--- src/rtl/sloth_seq_core.sv ---
// sloth_seq_core: sequential evaluator for straight-line register programs.
// One instruction {op, dst, src} per clock over an NREG x WIDTH register file.
`default_nettype none

module sloth_seq_core #(
   parameter  int WIDTH = 16,
   parameter  int NREG  = 4,
   parameter  int DEPTH = 16,
   localparam int RB    = $clog2(NREG),
   localparam int AB    = $clog2(DEPTH),
   localparam int IW    = 3 + RB + (RB + 1)
) (
   input  logic                  clk,
   input  logic                  rst_n,
   input  logic                  prog_we,
   input  logic [AB-1:0]         prog_addr,
   input  logic [IW-1:0]         prog_data,
   input  logic [AB:0]           prog_len,
   input  logic                  in_valid,
   output logic                  in_ready,
   input  logic [NREG*WIDTH-1:0] in_data,
   output logic                  out_valid,
   input  logic                  out_ready,
   output logic [NREG*WIDTH-1:0] out_data,
   output logic                  busy
);

   localparam logic [AB:0] DEPTH_W = (AB+1)'(DEPTH);

   typedef enum logic [1:0] {IDLE = 2'd0, RUN = 2'd1, DONE = 2'd2} state_t;

   state_t             state;
   logic [IW-1:0]      mem [DEPTH];
   logic [WIDTH-1:0]   r   [NREG];
   logic [WIDTH-1:0]   q   [NREG];
   logic [AB-1:0]      pc;
   logic [AB:0]        len;

   logic [IW-1:0]      instr;
   logic [2:0]         op;
   logic [RB-1:0]      dst;
   logic [RB:0]        src;
   logic [WIDTH-1:0]   s_val;
   logic [WIDTH-1:0]   d_val;
   logic [WIDTH-1:0]   alu;
   logic [AB:0]        len_sat;
   logic [AB:0]        pc_next;

   assign instr   = mem[pc];
   assign op      = instr[IW-1 -: 3];
   assign dst     = instr[RB+1 +: RB];
   assign src     = instr[RB:0];
   // Upper half of the source space selects the latched operand lanes.
   assign s_val   = src[RB] ? q[src[RB-1:0]] : r[src[RB-1:0]];
   assign d_val   = r[dst];
   assign len_sat = (prog_len > DEPTH_W) ? DEPTH_W : prog_len;
   assign pc_next = {1'b0, pc} + {{AB{1'b0}}, 1'b1};

   always_comb begin
      alu = d_val;
      case (op)
         3'd0: alu = s_val;
         3'd1: alu = d_val & s_val;
         3'd2: alu = d_val | s_val;
         3'd3: alu = d_val ^ s_val;
         3'd4: alu = {{(WIDTH-1){1'b0}}, (s_val == '0)};
         3'd5: alu = ~s_val;
         3'd6: alu = d_val + s_val;
         default: alu = d_val;
      endcase
   end

   // Program memory has no reset so a loaded program survives rst_n.
   always_ff @(posedge clk) begin
      if (prog_we && !busy)
         mem[prog_addr] <= prog_data;
   end

   always_ff @(posedge clk or negedge rst_n) begin
      if (!rst_n) begin
         state     <= IDLE;
         pc        <= '0;
         len       <= '0;
         out_valid <= 1'b0;
         busy      <= 1'b0;
         for (int i = 0; i < NREG; i++) begin
            r[i] <= '0;
            q[i] <= '0;
         end
      end else begin
         case (state)
            IDLE: begin
               if (in_valid) begin
                  for (int i = 0; i < NREG; i++) begin
                     r[i] <= in_data[i*WIDTH +: WIDTH];
                     q[i] <= in_data[i*WIDTH +: WIDTH];
                  end
                  pc   <= '0;
                  len  <= len_sat;
                  busy <= 1'b1;
                  if (len_sat == '0) begin
                     state     <= DONE;
                     out_valid <= 1'b1;
                  end else begin
                     state <= RUN;
                  end
               end
            end
            RUN: begin
               if (op != 3'd7)
                  r[dst] <= alu;
               pc <= pc_next[AB-1:0];
               if (pc_next == len) begin
                  state     <= DONE;
                  out_valid <= 1'b1;
               end
            end
            DONE: begin
               if (out_ready) begin
                  state     <= IDLE;
                  out_valid <= 1'b0;
                  busy      <= 1'b0;
               end
            end
            default: begin
               state     <= IDLE;
               out_valid <= 1'b0;
               busy      <= 1'b0;
            end
         endcase
      end
   end

   assign in_ready = rst_n && (state == IDLE);

   for (genvar g = 0; g < NREG; g++) begin : g_out
      assign out_data[g*WIDTH +: WIDTH] = r[g];
   end

endmodule

`default_nettype wire
--- config.mk ---
export PLATFORM = sky130hd
export DESIGN_NAME = sloth_seq_core
export DESIGN_NICKNAME = d
export VERILOG_FILES = /design/src/rtl/sloth_seq_core.sv
export SDC_FILE = /design/constraint.sdc
export NUM_CORES = 1
export LEC_CHECK = 0
export ABC_AREA = 0
export BUFFER_PORTS_ARGS = -buffer_cell sky130_fd_sc_hd__buf_2
export CAP_MARGIN = 5
export CELL_PAD_IN_SITES_DETAIL_PLACEMENT = 1
export CELL_PAD_IN_SITES_GLOBAL_PLACEMENT = 1
export CORE_ASPECT_RATIO = 0.7
export CORE_UTILIZATION = 29
export DETAILED_ROUTE_END_ITERATION = 10
export GPL_TIMING_DRIVEN = 0
export MAX_ROUTING_LAYER = met4
export PLACE_DENSITY = 0.61
export RECOVER_POWER = 50
export SLEW_MARGIN = 10
export SYNTH_ARGS = -nofsm -noshare
export SYNTH_HDL_FRONTEND = slang
export SYNTH_SLANG_ARGS = --single-unit
--- constraint.sdc ---
create_clock -name clk -period 6.2 [get_ports clk]
set_input_delay 1.55 -clock clk [delete_from_list [all_inputs] [get_ports clk]]
set_output_delay 1.55 -clock clk [all_outputs]
set_load 0.01 [all_outputs]
==> impl_metrics.csv <==
group,metric,value,unit
global_route,grt_usage,0.2450,
sta,max_slew_margin,-0.7575,
sta,max_freq,169.5,MHz
synthesis,synth-async-reset-ratio,0.5242,
routing,drt_first_pass_iters,5,
global_route,grt_pass1_wl,89.91,mm
sta,setup_ws,299.9,ps
sta,drv_slew,145,
routing,drt_iter0_drc,1220,
floorplan,die_area,51640,um^2
synthesis,syn_area,14710,um^2
placement,place_ws,-2096,ps
critical_path,cp.arrival,6330,ps
critical_path,cp.required,6630,ps
global_route,use_met3,0.05213,
placement,gp_congestion,0.9860,
run_status,violations,"max-capacitance violations, max-slew violations",
routing,drt-vias-per-instance,5.653,
sta,setup_violations,0,
finish,nets,1712,
synthesis,synth.top_cell.area_share,0.2613,
synthesis,synth_seq_area_share,0.5012,
routing,drc,0,
synthesis,synth_top_area_cell,"edfxtp_1",
finish,fin_cells,2282,
global_route,grt_busiest_layer,"met1",
min_path,hp-class,"reg -> reg",
synthesis,synthCells,1399,
clock_tree,numCtsBuffers,30,
clock_tree,root_buffer,"clkbuf_16",
global_route,antenna_found_initial,0,
critical_path,crit_path_cell_trace,"buf_4 > nor2b_1 > a22oi_1 > or3b_1 > nand2_2 > buf_6 > buf_6 > mux4_2 > mux2i_1 > inv_1 > ha_1 > a21oi_1 > o21ai_0 > a21o_1 > a21o_1 > a21oi_2 > xnor2_1 > a21oi_2 > o21ai_0",
global_route,use_met2,0.3273,
synthesis,synth_edf_count,128,
synthesis,synth_nets,1518,
sta,final.period_utilization,0.9516,
critical_path,critPathKind,"reg -> reg",
sta,rsz0062_at_grt,"true",
routing,vias,12900,
critical_path,cp_num_buf_inv,4,
clock_tree,clkTransAtPathRegs,60,ps
floorplan,core_area,49690,um^2
floorplan,die_w,271.2,um
floorplan,rows,68,
sta,max_slew.worst_pin.slew,2636,ps
critical_path,crit_path_top_delay_cell,"mux4_2",
synthesis,synth.area.top_cells,"edfxtp_1 26%, dfrtp_1 24%, nand2_1 7.3%, mux4_2 6.1%, mux2i_1 4.8%",
synthesis,ys_ff_latch,269,
clock_tree,cts.sinks,269,
critical_path,cpPeakStageDelay,560,ps
global_route,grt_pass1_vias,12900,
synthesis,yosysWarningCount,0,
finish,final_core_util,0.3527,
clock_tree,clockBufferDepth,3,
synthesis,synth.distinct_cells,78,
run_status,status,"finished, violations left",
finish,area_growth,19.16,%
routing,drtAntennaViolNets,0,
critical_path,start_kind,"register",
floorplan,ios,153,
clock_tree,cts_tree,"yes",
placement,dp_cells,2220,
global_route,grt_max_degree,96,
critical_path,cp_top_family,"compound AO/OA/AOI/OAI gates",
routing,wl,62.09,mm
sta,min_period,5900,ps
sta,fin_worst_hold_slack,472.3,ps
synthesis,synthTopCellsByCount,"286 x nand2_1, 141 x dfrtp_1, 128 x edfxtp_1",
synthesis,synth_area_per_cell,10.51,um^2
placement,dp_hpwl,47.05,mm
global_route,grt_util_met1,0.3723,
synthesis,synth.most_common_cell,"nand2_1",
job,maxCapViolations,2,
placement,io_buffers,152,
critical_path,cp_max_fo,10,
floorplan,start_util,0.2960,
critical_path,cp-end-kind,"register",
clock_tree,insertion_delay,600,ps
sta,worst_clock_skew,31.64,ps
sta,hold_viol,0,
global_route,grt-ovfl-total,0,
clock_tree,postCtsHoldBufs,0,
finish,layout-drive-gt1-share,0.2116,
synthesis,synth_flop_cell,"dfrtp_1",
floorplan,die_h,190.4,um
clock_tree,cts.htree.levels,1,
routing,wl_per_cell,27.21,um
placed cells by master, fill, tap and decap left out, types with 7 or more instances in the layout:
| cell | n |
|---|---|
| a211oi_1 | 7 |
| a21o_1 | 11 |
| a21oi_1 | 69 |
| a21oi_2 | 8 |
| a22o_1 | 8 |
| a22oi_1 | 15 |
| a31oi_1 | 15 |
| and3_1 | 12 |
| buf_2 | 154 |
| buf_4 | 14 |
| buf_6 | 9 |
| clkbuf_1 | 56 |
| clkbuf_16 | 31 |
| clkinv_2 | 7 |
| dfrtp_1 | 141 |
| edfxtp_1 | 128 |
| ha_1 | 33 |
| inv_1 | 48 |
| mux2_2 | 21 |
| mux2i_1 | 67 |
| mux4_2 | 40 |
| nand2_1 | 285 |
| nand2b_1 | 7 |
| nand3_1 | 23 |
| nand4_1 | 10 |
| nor2_1 | 107 |
| nor2b_1 | 10 |
| nor3_1 | 15 |
| o211ai_1 | 38 |
| o21ai_0 | 40 |
| o22ai_1 | 20 |
| o32ai_1 | 18 |
| or2_2 | 8 |
timing repair:
action,4_1_cts,5_1_grt
gates resized for setup,23,16
setup endpoints to repair,46,32
pin swaps,1,1
cloned,0,0
setup buffers,1,5
registers in the layout, summed over array words and instances, names as in the netlist:
signal,flops
out_valid,1
out_data,64
len,5
state,2
pc,4
q,64
busy,1
mem,128
final timing paths:
path                       startpoint      endpoint  slack, ps  cells past startpoint
max in group asynchronous       rst_n  out_data[48]        830                      2
setup / recovery                pc[0]   out_data[7]        300                     19
min in group asynchronous       rst_n         q[25]       1800                      1
hold / removal                  q[16]         q[16]        470                      2
setup reg to reg                pc[0]   out_data[7]        300                     19
hold reg to reg                 q[16]         q[16]        470                      2
layout make-up:
class,count,area (um^2)
Timing Repair Buffer,162,807.0
Fill cell,5685,32160
Clock inverter,15,168.9
Clock buffer,40,859.6
Tap cell,665,832.0
Inverter,51,195.2
Sequential cell,269,7372
Antenna cell,1,2.502
Buffer,76,416.7
Multi-Input combinational cell,1003,6873
kinds of logic after synthesis:
logic type,count (synthesis),share of synthesized area
xor+xnor,7,0.004168
buf+inv,127,0.03947
mux,137,0.1312
flops,269,0.5012
simple gates,521,0.1535
compound gates,305,0.1424
fa+ha+maj,33,0.02807
through the flow:
step,area [um^2],TNS [ps]
finish,17530,0
global route,17520,-11.50
CTS,17510,0
detailed placement,16390,-36150
global placement,16300,-29510
floorplan,14710,0
worst register-to-register path: cells and delay by family, from the launching register on:
family                     cells  cell delay (ps)
DFF                            1              380
muxes                          2              990
adders and majority gates      1              350
buffers and inverters          4              850
AOI/OAI and AO/OA              8             2270
and+or+nand+nor                3              780
xor gates and xnor gates       1              130
metal layers:
layer,wire length (um),share of wire
met5,0,0
met4,1357,0.022
met3,5634,0.091
met2,24810,0.40
met1,30290,0.49
Power is left out: the tool's default activity adds up to more than one toggle a clock period on the data nets, which glitch-free logic cannot reach.
